==> src/rtl/pipectrl32_pkg.sv <==
// Shared definitions for the pipeline sequencer: FSM state codes, forwarding
// select codes, scoreboard layout and entry field widths.
// Optional feature macro used by this slice: PIPECTRL_FWD_EN.
package pipectrl32_pkg;

    // Default register address width of the core
    localparam int unsigned DEF_REGAW = 4;

    // Scoreboard layout: index 0 is the youngest stage
    localparam int unsigned SB_DEPTH = 3;
    localparam int unsigned SB_EX    = 0;
    localparam int unsigned SB_MEM   = 1;
    localparam int unsigned SB_WB    = 2;

    // Scoreboard entry field widths (rd width is REGAW)
    localparam int unsigned SB_VALID_W = 1;
    localparam int unsigned SB_WE_W    = 1;
    localparam int unsigned SB_LOAD_W  = 1;
    localparam int unsigned SB_FLAGS_W = 1;

    // Flush countdown width, enough for BRANCH_BUBBLES up to 7
    localparam int unsigned FCNTW = 3;

    // Sequencer states
    typedef enum logic [1:0] {
        StRun   = 2'd0,
        StStall = 2'd1,
        StFlush = 2'd2
    } state_e;

    // Operand source select codes
    localparam logic [1:0] FWD_RF  = 2'd0;
    localparam logic [1:0] FWD_EX  = 2'd1;
    localparam logic [1:0] FWD_MEM = 2'd2;
    localparam logic [1:0] FWD_WB  = 2'd3;

    // Map a scoreboard index to its forwarding select code
    function automatic logic [1:0] stage_sel(input int unsigned idx);
        return 2'(idx + 1);
    endfunction

endpackage

==> src/rtl/pipectrl32_hazcmp.sv <==
// Compares one decode source register against the three scoreboard entries
// and reports whether any live writer matches and which is the youngest.
module pipectrl32_hazcmp
    import pipectrl32_pkg::*;
#(
    parameter int unsigned REGAW = DEF_REGAW
) (
    input  logic [REGAW-1:0]    src,
    input  logic                src_used,
    input  logic [SB_DEPTH-1:0] wr_live,   // per entry: valid & we, bit 0 = EX
    input  logic [REGAW-1:0]    rd_ex,
    input  logic [REGAW-1:0]    rd_mem,
    input  logic [REGAW-1:0]    rd_wb,
    output logic                hit,
    output logic [1:0]          sel
);

    logic [SB_DEPTH-1:0] match;

    // Per-entry match, then youngest-wins select (EX checked last so it overrides)
    always_comb begin
        match        = '0;
        match[SB_EX]  = src_used && wr_live[SB_EX]  && (src == rd_ex);
        match[SB_MEM] = src_used && wr_live[SB_MEM] && (src == rd_mem);
        match[SB_WB]  = src_used && wr_live[SB_WB]  && (src == rd_wb);
        hit = |match;
        sel = FWD_RF;
        if (match[SB_WB])  sel = stage_sel(SB_WB);
        if (match[SB_MEM]) sel = stage_sel(SB_MEM);
        if (match[SB_EX])  sel = stage_sel(SB_EX);
    end

endmodule

==> src/rtl/pipectrl32.sv <==
// Pipeline sequencer for the 32-bit core. Tracks in-flight writers in
// EX/MEM/WB, detects RAW and flag hazards against decode, and drives
// stall/bubble/flush, the decoder's previous-was-branch input and a
// saturating stall counter.
// Optional feature macro: PIPECTRL_FWD_EN (operand forwarding selects).
module pipectrl32
    import pipectrl32_pkg::*;
#(
    parameter int unsigned REGAW          = DEF_REGAW,
    parameter int unsigned BRANCH_BUBBLES = 2,
    parameter int unsigned CNTW           = 16
) (
    input  logic             clk,
    input  logic             rst_n,
    input  logic             dec_valid,
    input  logic [REGAW-1:0] dec_rn,
    input  logic [REGAW-1:0] dec_rm,
    input  logic [REGAW-1:0] dec_rd,
    input  logic             dec_uses_rn,
    input  logic             dec_uses_rm,
    input  logic             dec_reg_we,
    input  logic             dec_is_load,
    input  logic             dec_sets_flags,
    input  logic             dec_is_cond,
    input  logic             dec_ib,
    output logic             stall_out,
    output logic             bubble_out,
    output logic             flush_out,
    output logic             ispb_out,
`ifdef PIPECTRL_FWD_EN
    output logic [1:0]       fwd_rn_sel,
    output logic [1:0]       fwd_rm_sel,
`endif
    output logic [CNTW-1:0]  stall_cnt_out
);

    // Scoreboard, index 0 = EX, 1 = MEM, 2 = WB
    logic [SB_DEPTH-1:0] sb_valid_q, sb_valid_d;
    logic [SB_DEPTH-1:0] sb_we_q,    sb_we_d;
    logic [SB_DEPTH-1:0] sb_load_q,  sb_load_d;
    logic [SB_DEPTH-1:0] sb_flags_q, sb_flags_d;
    logic [REGAW-1:0]    sb_rd_q [SB_DEPTH];
    logic [REGAW-1:0]    sb_rd_d [SB_DEPTH];

    state_e           state_q, state_d;
    logic [FCNTW-1:0] fcnt_q, fcnt_d;
    logic [CNTW-1:0]  cnt_q, cnt_d;

    logic                in_flush;
    logic [SB_DEPTH-1:0] wr_live;
    logic                rn_hit, rm_hit;
    logic [1:0]          rn_sel, rm_sel;
    logic                raw_haz, flag_haz, hazard, issue;

    assign in_flush = (state_q == StFlush);
    assign wr_live  = sb_valid_q & sb_we_q;

    pipectrl32_hazcmp #(
        .REGAW (REGAW)
    ) u_hazcmp_rn (
        .src      (dec_rn),
        .src_used (dec_uses_rn),
        .wr_live  (wr_live),
        .rd_ex    (sb_rd_q[SB_EX]),
        .rd_mem   (sb_rd_q[SB_MEM]),
        .rd_wb    (sb_rd_q[SB_WB]),
        .hit      (rn_hit),
        .sel      (rn_sel)
    );

    pipectrl32_hazcmp #(
        .REGAW (REGAW)
    ) u_hazcmp_rm (
        .src      (dec_rm),
        .src_used (dec_uses_rm),
        .wr_live  (wr_live),
        .rd_ex    (sb_rd_q[SB_EX]),
        .rd_mem   (sb_rd_q[SB_MEM]),
        .rd_wb    (sb_rd_q[SB_WB]),
        .hit      (rm_hit),
        .sel      (rm_sel)
    );

`ifdef PIPECTRL_FWD_EN
    // Only a load still sitting in EX cannot be forwarded yet
    assign raw_haz = (rn_hit && (rn_sel == FWD_EX) && sb_load_q[SB_EX]) ||
                     (rm_hit && (rm_sel == FWD_EX) && sb_load_q[SB_EX]);
    assign fwd_rn_sel = rn_sel;
    assign fwd_rm_sel = rm_sel;
`else
    // WB still conflicts: the register file writes at the end of WB
    assign raw_haz = rn_hit || rm_hit;

    logic unused_fwd;
    assign unused_fwd = ^{rn_sel, rm_sel, sb_load_q};
`endif

    assign flag_haz = dec_is_cond && |(sb_valid_q & sb_flags_q);
    assign hazard   = dec_valid && (raw_haz || flag_haz) && !in_flush;
    assign issue    = dec_valid && !hazard && !in_flush;

    assign stall_out     = hazard;
    assign bubble_out    = hazard;
    assign flush_out     = in_flush;
    assign ispb_out      = in_flush;
    assign stall_cnt_out = cnt_q;

    // Scoreboard shift: EX takes the issuing instruction or an empty slot
    always_comb begin
        sb_valid_d = '0;
        sb_we_d    = '0;
        sb_load_d  = '0;
        sb_flags_d = '0;
        for (int i = 0; i < SB_DEPTH; i++) begin
            sb_rd_d[i] = '0;
        end
        for (int i = 1; i < SB_DEPTH; i++) begin
            sb_valid_d[i] = sb_valid_q[i-1];
            sb_we_d[i]    = sb_we_q[i-1];
            sb_load_d[i]  = sb_load_q[i-1];
            sb_flags_d[i] = sb_flags_q[i-1];
            sb_rd_d[i]    = sb_rd_q[i-1];
        end
        if (issue) begin
            sb_valid_d[SB_EX] = 1'b1;
            sb_we_d[SB_EX]    = dec_reg_we;
            sb_load_d[SB_EX]  = dec_is_load;
            sb_flags_d[SB_EX] = dec_sets_flags;
            sb_rd_d[SB_EX]    = dec_rd;
        end
    end

    // Scoreboard registers
    always_ff @(posedge clk or negedge rst_n) begin
        if (!rst_n) begin
            sb_valid_q <= '0;
            sb_we_q    <= '0;
            sb_load_q  <= '0;
            sb_flags_q <= '0;
            for (int i = 0; i < SB_DEPTH; i++) begin
                sb_rd_q[i] <= '0;
            end
        end else begin
            sb_valid_q <= sb_valid_d;
            sb_we_q    <= sb_we_d;
            sb_load_q  <= sb_load_d;
            sb_flags_q <= sb_flags_d;
            for (int i = 0; i < SB_DEPTH; i++) begin
                sb_rd_q[i] <= sb_rd_d[i];
            end
        end
    end

    // Sequencer next state: a stalled branch enters FLUSH only when it issues
    always_comb begin
        state_d = state_q;
        fcnt_d  = fcnt_q;
        unique case (state_q)
            StRun, StStall: begin
                if (hazard) begin
                    state_d = StStall;
                end else if (issue && dec_ib) begin
                    state_d = StFlush;
                    fcnt_d  = FCNTW'(BRANCH_BUBBLES - 1);
                end else begin
                    state_d = StRun;
                end
            end
            StFlush: begin
                if (fcnt_q == '0) begin
                    state_d = StRun;
                end else begin
                    fcnt_d = fcnt_q - FCNTW'(1);
                end
            end
            default: begin
                state_d = StRun;
                fcnt_d  = '0;
            end
        endcase
    end

    // Sequencer state registers
    always_ff @(posedge clk or negedge rst_n) begin
        if (!rst_n) begin
            state_q <= StRun;
            fcnt_q  <= '0;
        end else begin
            state_q <= state_d;
            fcnt_q  <= fcnt_d;
        end
    end

    // Saturating stall counter next value
    always_comb begin
        cnt_d = cnt_q;
        if (stall_out && !(&cnt_q)) begin
            cnt_d = cnt_q + CNTW'(1);
        end
    end

    // Stall counter register
    always_ff @(posedge clk or negedge rst_n) begin
        if (!rst_n) begin
            cnt_q <= '0;
        end else begin
            cnt_q <= cnt_d;
        end
    end

endmodule

==> config.mk <==
export PLATFORM = sky130hd
export DESIGN_NAME = pipectrl32
export DESIGN_NICKNAME = d
export VERILOG_FILES = /design/src/rtl/pipectrl32_pkg.sv /design/src/rtl/pipectrl32_hazcmp.sv /design/src/rtl/pipectrl32.sv
export SDC_FILE = /design/constraint.sdc
export NUM_CORES = 1
export LEC_CHECK = 0
export ABC_AREA = 1
export CAP_MARGIN = 20
export CORE_UTILIZATION = 59
export CTS_BUF_LIST = sky130_fd_sc_hd__clkbuf_8
export DETAILED_ROUTE_END_ITERATION = 8
export HOLD_SLACK_MARGIN = 0.06
export PLACE_DENSITY = 0.95
export SETUP_SLACK_MARGIN = 0.02
export SLEW_MARGIN = 25
export SYNTH_ARGS = -nofsm -noshare
export SYNTH_HDL_FRONTEND = slang
export SYNTH_SLANG_ARGS = --single-unit
==> constraint.sdc <==
create_clock -name clk -period 3.5 [get_ports clk]
set_clock_uncertainty 0.15 [all_clocks]
set_input_delay 0.7 -clock clk [delete_from_list [all_inputs] [get_ports clk]]
set_output_delay 0.7 -clock clk [all_outputs]
set_load 0.005 [all_outputs]
==> results of run 1 <==
-- state kept, by name (all words and copies together) (netlist names) --
register	count
sb_flags_q	3
state_q	2
sb_valid_q	3
stall_cnt_out	16
sb_we_q	3
sb_rd_d	8
fcnt_q	3
sb_rd_q	4
-- kinds of logic after synthesis --
family / synth area share [%]
AO/OA/AOI/OAI: 2.50
adder cells (fa/ha/maj): 1.56
AND/OR/NAND/NOR: 35.8
XOR/XNOR: 7.29
buffers and inverters: 9.16
flip-flops: 43.7
-- area by class of cell --
type                       count  area [um2]
clock buffer                   5        68.8
clock inverter                 3        40.0
fill                         271         840
inverter                      43         169
multi-input combinational    211        1130
sequential                    42        1050
tap                           48        60.1
timing repair buffer          41         410
-- worst max-delay path, delay by kind of cell --
kind / cells / cell delay, ns
and+or+nand+nor: 8 / 0.60
buffers and inverters: 4 / 1.19
-- layout by cell type (no fill, tap or decap), types with 2 or more instances in the layout --
cell type / netlist / routed
nand3_1: 28 / 28
inv_1: 37 / 37
nor2_1: 20 / 20
xnor2_1: 13 / 13
dfrtp_1: 42 / 42
nand3b_1: 2 / 2
o21ai_1: 3 / 3
o21ai_0: 7 / 7
nor3_1: 3 / 3
nor2_4: 2 / 2
nor2_2: 3 / 3
nand2_1: 89 / 89
ha_1: 3 / 3
xor2_1: 7 / 7
inv_2: 5 / 5
clkbuf_8: 0 / 5
nand2_2: 13 / 13
dlymetal6s2s_1: 0 / 3
nand4_1: 4 / 4
clkdlybuf4s50_1: 0 / 36
nor3_2: 2 / 2
a21oi_1: 2 / 2
clkinv_2: 0 / 2
-- what timing repair did --
| item | 4_1_cts | 5_1_grt |
|---|---|---|
| buffers inserted | 0 | 0 |
| gates resized for setup | 0 | 3 |
| setup endpoints to repair | 0 | 2 |
-- per-layer routing --
metal,up-vias,global-route usage [%]
met4,0,12.0
met1,1007,32.1
met3,10,5.17
li1,1027,-
met2,73,48.9
met5,-,0
-- synthesized netlist by cell type --
library cell	instances
nand2_1	89
dfrtp_1	42
inv_1	37
nand3_1	28
nor2_1	20
nand2_2	13
xnor2_1	13
o21ai_0	7
xor2_1	7
inv_2	5
nand4_1	4
ha_1	3
nor2_2	3
nor3_1	3
o21ai_1	3
a21oi_1	2
buf_4	2
nand3b_1	2
nor2_4	2
nor3_2	2
and2_1	1
and3_1	1
buf_12	1
buf_2	1
buf_6	1
inv_8	1
nand2_4	1
nand2_8	1
nand3_2	1
nand4_2	1
nand4_4	1
nor4_1	1
nor4_2	1
or2_2	1
-- worst max-delay path by stage --
stage	startpoint	endpoint	slack (ns)	cells after the start
finish	dec_rn[1]	bubble_out	0.15	12
global route	dec_rn[2]	stall_out	0.03	12
CTS	dec_rm[3]	bubble_out	0.11	12
detailed placement	dec_rm[0]	bubble_out	0.14	12
global placement	dec_rm[0]	stall_out	0.19	12
floorplan	dec_rm[1]	stall_out	1.03	12
-- stage by stage --
| step | hold WS, ns | cells | util [%] | area (um2) | total power [W] |
|---|---|---|---|---|---|
| 6_report | 0.231 | 393 | 77.7 | 2930 | 0.00140 |
| 5_1_grt | 0.250 | 393 | 77.7 | 2930 | 0.00148 |
| 4_1_cts | 0.229 | 393 | 77.5 | 2920 | 0.00141 |
| 3_5_place_dp | 0.210 | 385 | 74.7 | 2820 | 0.00102 |
| 3_3_place_gp | 0.206 | 385 | 74.7 | 2820 | 0.000989 |
| 2_1_floorplan | 0.204 | 301 | - | 2400 | 0.000872 |
-- power by group through the flow --
stage | Clock [W] | Sequential [W] | Combinational (W)
CTS | 0.000388 | 0.000645 | 0.000371
global placement | 0 | 0.000647 | 0.000342
floorplan | 0 | 0.000634 | 0.000238
detailed placement | 0 | 0.000654 | 0.000366
finish | 0.000381 | 0.000648 | 0.000367
global route | 0.000406 | 0.000658 | 0.000415
==> metrics.csv, run 1 <==
stage;metric;value;unit
outcome;status;finished, final reports clean;
die;I/O pins;42;
setup_path;critical path startpoint category;primary input;
route;final wirelength;5.30;mm
placed_design;gpl congestion;0.840;
power_and_ir_drop;clock group share of total power;27.3;%
placed_design;DP Worst Slack;0.140;ns
route;DR pass1 iterations;4;
sta;relative slew slack;41.0;%
worst_hold_path;min-delay worst type;flop to flop;
sta;Worst Tran Pin Value;0.885;ns
clock_network;CTS tree;built;
die;Core Area;3770;um2
worst_hold_path;Min-Delay Endpoint;sb_we_q[1]$_DFF_PN0_;
global_route;total global-route track usage;27.6;%
synthesis;synthesis-stage register bit count;42;
sta;Final min period;3.35;ns
synthesis;syn_area_per_cell;7.99;um2
synthesis;Synth Cell Area;2400;um2
sta;# setup viols final;0;
worst_hold_path;hold depth;0;
clock_network;CTS Buffer Depth;2;
clock_network;H-Tree Depth;2;
route;DR WL met2;2.73;mm
power_and_ir_drop;switch share;32.6;%
global_route;largest net degree at the start of global routing;43;
synthesis;syn nets;326;
power_and_ir_drop;Comb pwr share;26.3;%
route;routed len/inst;13.5;um
setup_path;WP data required;2.65;ns
setup_path;slowest stage delay, CP;0.56;ns
die;die span in x;65.8;um
clock_network;CTS root buffer;clkbuf_8;
route;DRC;0;
synthesis;Mapped Cells;301;
global_route;antenna violations before repair;0;
die;num rows;22;
setup_path;crit path DAT;2.50;ns
final_layout;Area Overhead vs Synth;22.0;%
setup_path;critical path capture point type;output pin;
synthesis;top cells by area, synth;dfrtp_1, nand2_1, nand3_1;
power_and_ir_drop;sequential share of power;46.4;%
final_layout;ant diodes;0;
synthesis;cell taking the most area after synthesis;dfrtp_1;
sta;max-slew violations;0;
setup_path;r2r setup slk;1.30;ns
global_route;first-pass GRT wire length;8.98;mm
setup_path;FF-to-FF End;stall_cnt_out[6]$_DFFE_PN0P_;
setup_path;Crit Path Class;primary input to output pin;
route;DR vias/cell;5.39;
placed_design;dpl hpwl;3.76;mm
die;Die Ht;65.8;um
setup_path;most frequent CP cell;nand2_1;
final_layout;layout cells sized above 1;12.5;%
clock_network;CTS Hold Bufs;0;
power_and_ir_drop;Net Switching;0.000454;W
clock_network;Worst-Skew Late Latency;0.31;ns
power_and_ir_drop;PwrDens;476;nW/um2
power_and_ir_drop;leakage;1.46;nW
clock_network;clk sinks;42;
global_route;vias in the first global route;2076;
route;antenna viol nets, final;0;
setup_path;worst flop-to-flop path startpoint;stall_cnt_out[0]$_DFFE_PN0P_;
route;DRT met1 WL;2.18;mm
placed_design;port buffer count;40;
sta;fin worst setup slack;0.148;ns
synthesis;synth unique cells;34;
sta;fmax;298;MHz
worst_hold_path;Hold Crit Start;sb_we_q[0]$_DFF_PN0_;
flow_run;MaxCap Viol Count;0;
synthesis;register area share after synthesis;43.7;%
sta;RSZ-0062 raised after global routing;no;
setup_path;path depth of the worst reg2reg path;7;
power_and_ir_drop;cell internal pwr;0.000941;W
power_and_ir_drop;Worst VDD drop;0.000452;V
synthesis;post-synth top area share;43.7;%
setup_path;critical-path cell list;clkdlybuf4s50_1 -> inv_2 -> nand2_1 -> nand2_1 -> nor2_1 -> nand3_1 -> nand2_1 -> nor2_2 -> nand2_2 -> nand2_4 -> inv_8 -> clkdlybuf4s50_1;
setup_path;Slowest-stage cell, CP;clkdlybuf4s50_1;
route;DR WL met3;286;um
sta;period utilisation layout;95.8;%
route;top sig layer;met4;
route;DR vias;2117;
sta;Hold Vio Cnt, Final;0;
global_route;GRT overflow;0;
setup_path;CP max FO;4;
synthesis;synth warn;0;
route;First DRT Iteration DRCs;135;
die;Die ar.;4330;um2
final_layout;Nets;369;
clock_network;Worst-path clk slew;0.08;ns
sta;setup_tns;0;ns
clock_network;CTS Buf Count;5;
die;Starting Density;63.7;%
Power figures use the tool's default switching activity.
==> run 2, diff against run 1 <==
- CORE_UTILIZATION: 59 -> 55
- MAX_ROUTING_LAYER: not set -> met4
- PLACE_DENSITY: 0.95 -> 0.9
- clock period: 3.5 -> 3.1 ns (I/O delays scaled with it)
==> run 2 against run 1 <==
Against the previous run:
- register-to-register slack lost 0.34 ns
- combinational power grew 10%
- sequential share of layout area shrank 0.33 points
- final area grew 0.94%
- die area grew 7.0%
- cell count grew 1.3%
- via count shrank 3.1%
- global-route usage shrank 3.7 points
- largest power group unchanged
==> metrics.csv, run 2 (synthesized netlist as in run 1, its figures left out) <==
stage;metric;value;unit;change
outcome;status;finished, final reports clean;;unchanged
clock_network;clk sinks;42;;unchanged
route;routed len/inst;12.0;um;was 13.5 um
setup_path;path depth of the worst reg2reg path;7;;unchanged
power_and_ir_drop;clock group share of total power;27.0;%;was 27.3%
power_and_ir_drop;leakage;1.47;nW;was 1.46 nW
setup_path;crit path DAT;2.16;ns;was 2.50 ns
global_route;first-pass GRT wire length;7.91;mm;was 8.98 mm
sta;hold slack;0.233;ns;was 0.231 ns
sta;fin worst setup slack;0.168;ns;was 0.148 ns
route;final wirelength;4.76;mm;was 5.30 mm
sta;RSZ-0062 raised after global routing;no;;unchanged
power_and_ir_drop;sequential share of power;46.9;%;was 46.4%
die;Die ar.;4640;um2;was 4330 um2
global_route;GRT overflow;0;;unchanged
die;die span in x;68.1;um;was 65.8 um
placed_design;DP Worst Slack;-0.0681;ns;was 0.140 ns
clock_network;CTS tree;built;;unchanged
clock_network;CTS Buf Count;5;;unchanged
final_layout;most frequent cells in the layout;nand2_1, dfrtp_1, inv_1, clkdlybuf4s50_1, nand3_1;;unchanged
setup_path;critical path capture point type;output pin;;unchanged
sta;setup_tns;0;ns;unchanged
clock_network;# Post-CTS Setup Buffers;0;;unchanged
final_layout;max reg flops;16;;unchanged
sta;Worst Tran Pin Value;0.419;ns;was 0.885 ns
global_route;largest net degree at the start of global routing;43;;unchanged
die;I/O pins;42;;unchanged
sta;relative slew slack;72.0;%;was 41.0%
die;Die Ht;68.1;um;was 65.8 um
route;antenna viol nets, final;0;;unchanged
sta;max-slew violations;0;;unchanged
die;num rows;23;;was 22
route;First DRT Iteration DRCs;150;;was 135
placed_design;Placed Instances;388;;was 385
final_layout;Nets;372;;was 369
setup_path;Crit Path Class;primary input to output pin;;unchanged
flow_run;MaxCap Viol Count;0;;unchanged
placed_design;dpl hpwl;3.48;mm;was 3.76 mm
clock_network;Worst-Skew Late Latency;0.29;ns;was 0.31 ns
route;DR vias/cell;5.15;;was 5.39
power_and_ir_drop;Worst VDD drop;0.000436;V;was 0.000452 V
power_and_ir_drop;Net Switching;0.000487;W;was 0.000454 W
route;DR vias;2051;;was 2117
power_and_ir_drop;PwrDens;523;nW/um2;was 476 nW/um2
worst_hold_path;hold depth;0;;unchanged
setup_path;critical path startpoint category;primary input;;unchanged
final_layout;ant diodes;0;;unchanged
power_and_ir_drop;cell internal pwr;0.00106;W;was 0.000941 W
sta;period utilisation layout;94.6;%;
final_layout;post-layout util;72.4;%;was 77.7%
global_route;antenna violations before repair;0;;unchanged
worst_hold_path;min-delay worst type;flop to flop;;unchanged
clock_network;CTS root buffer;clkbuf_8;;unchanged
final_layout;layout cells sized above 1;12.9;%;was 12.5%
final_layout;fin cells;398;;was 393
die;Core Area;4090;um2;was 3770 um2
route;DRC;0;;unchanged
sta;# setup viols final;0;;unchanged
final_layout;commonest non-fill, non-tap cell in the layout;nand2_1;;unchanged
clock_network;Worst-path clk slew;0.08;ns;about the same
route;DR pass1 iterations;5;;was 4
final_layout;Area Overhead vs Synth;23.1;%;was 22.0%
power_and_ir_drop;switch share;31.5;%;was 32.6%
placed_design;gpl congestion;0.870;;was 0.840
die;Starting Density;58.8;%;was 63.7%
placed_design;port buffer count;40;;unchanged
clock_network;H-Tree Depth;2;;unchanged
clock_network;CTS Buffer Depth;2;;unchanged
power_and_ir_drop;Comb pwr share;26.2;%;was 26.3%
setup_path;WP data required;2.33;ns;was 2.65 ns
global_route;total global-route track usage;23.8;%;was 27.6%
sta;Final min period;2.93;ns;
global_route;vias in the first global route;1920;;was 2076
sta;Hold Vio Cnt, Final;0;;unchanged
sta;fmax;341;MHz;
setup_path;CP max FO;4;;unchanged
run 2: changes by cell type in the layout (fill, tap and decap cells not counted), moves of 2 or more:
cell | previous run | this run
dlygate4sd2_1 | 0 | 9
inv_1 | 37 | 39
dlymetal6s2s_1 | 3 | 1
clkdlybuf4s50_1 | 36 | 29
clkinv_2 | 2 | 0
run 2: path summary, 6_finish.rpt:
check	start	endpoint	slack, ns
setup / recovery	dec_rm[3]	bubble_out	0.17
hold / removal	sb_flags_q[0]$_DFF_PN0_	sb_flags_q[1]$_DFF_PN0_	0.23
hold reg to reg	sb_flags_q[0]$_DFF_PN0_	sb_flags_q[1]$_DFF_PN0_	0.23
setup reg to reg	stall_cnt_out[0]$_DFFE_PN0P_	stall_cnt_out[6]$_DFFE_PN0P_	0.96
max in group asynchronous	rst_n	sb_rd_d[2]$_DFF_PN0_	1.75
min in group asynchronous	rst_n	stall_cnt_out[10]$_DFFE_PN0P_	0.58
run 2: per-stage QoR:
stage / power [W] / instance area (um2)
final: 0.00155 / 2960
after global routing: 0.00165 / 2960
after CTS: 0.00156 / 2920
after detailed placement: 0.00114 / 2830
after global placement: 0.00112 / 2830
after floorplan: 0.000985 / 2400
run 2: metal layers:
layer / GRT usage [%] / routed length [um]
met5: - / 0
met4: 9.64 / 97
met3: 5.00 / 202
met2: 39.6 / 2380
met1: 28.0 / 2080
run 2: layout make-up:
class                   instances  area, um2
clock buffers                   5       68.8
repair buffers                 44        432
fillers                       316       1130
multi-input cells             211       1140
flip-flops and latches         42       1050
inverters                      43        169
well taps                      50       62.6
clock inverters                 3       37.5
run 2: timing repair:
action,CTS,global route
endpoints found under the hold margin,0,11
setup endpoints to repair,2,2
resized for setup,9,3
hold buffers,0,1
run 2: power groups by stage:
stage | logic [W] | clock network [W] | registers [W]
finish | 0.000405 | 0.000418 | 0.000726
global route | 0.000462 | 0.000450 | 0.000739
floorplan | 0.000269 | 0 | 0.000716
detailed placement | 0.000406 | 0 | 0.000735
global placement | 0.000392 | 0 | 0.000729
CTS | 0.000404 | 0.000429 | 0.000726
run 2: worst max-delay path: stages:
cell and delay (ns):
dlygate4sd2_1 0.29, inv_1 0.10, nand2_1 0.07, a21oi_2 0.13, nand3_1 0.11, nand2_2 0.08
nor2_2 0.04, nand2_2 0.08, nand2_4 0.07, inv_8 0.06, clkdlybuf4s50_1 0.49
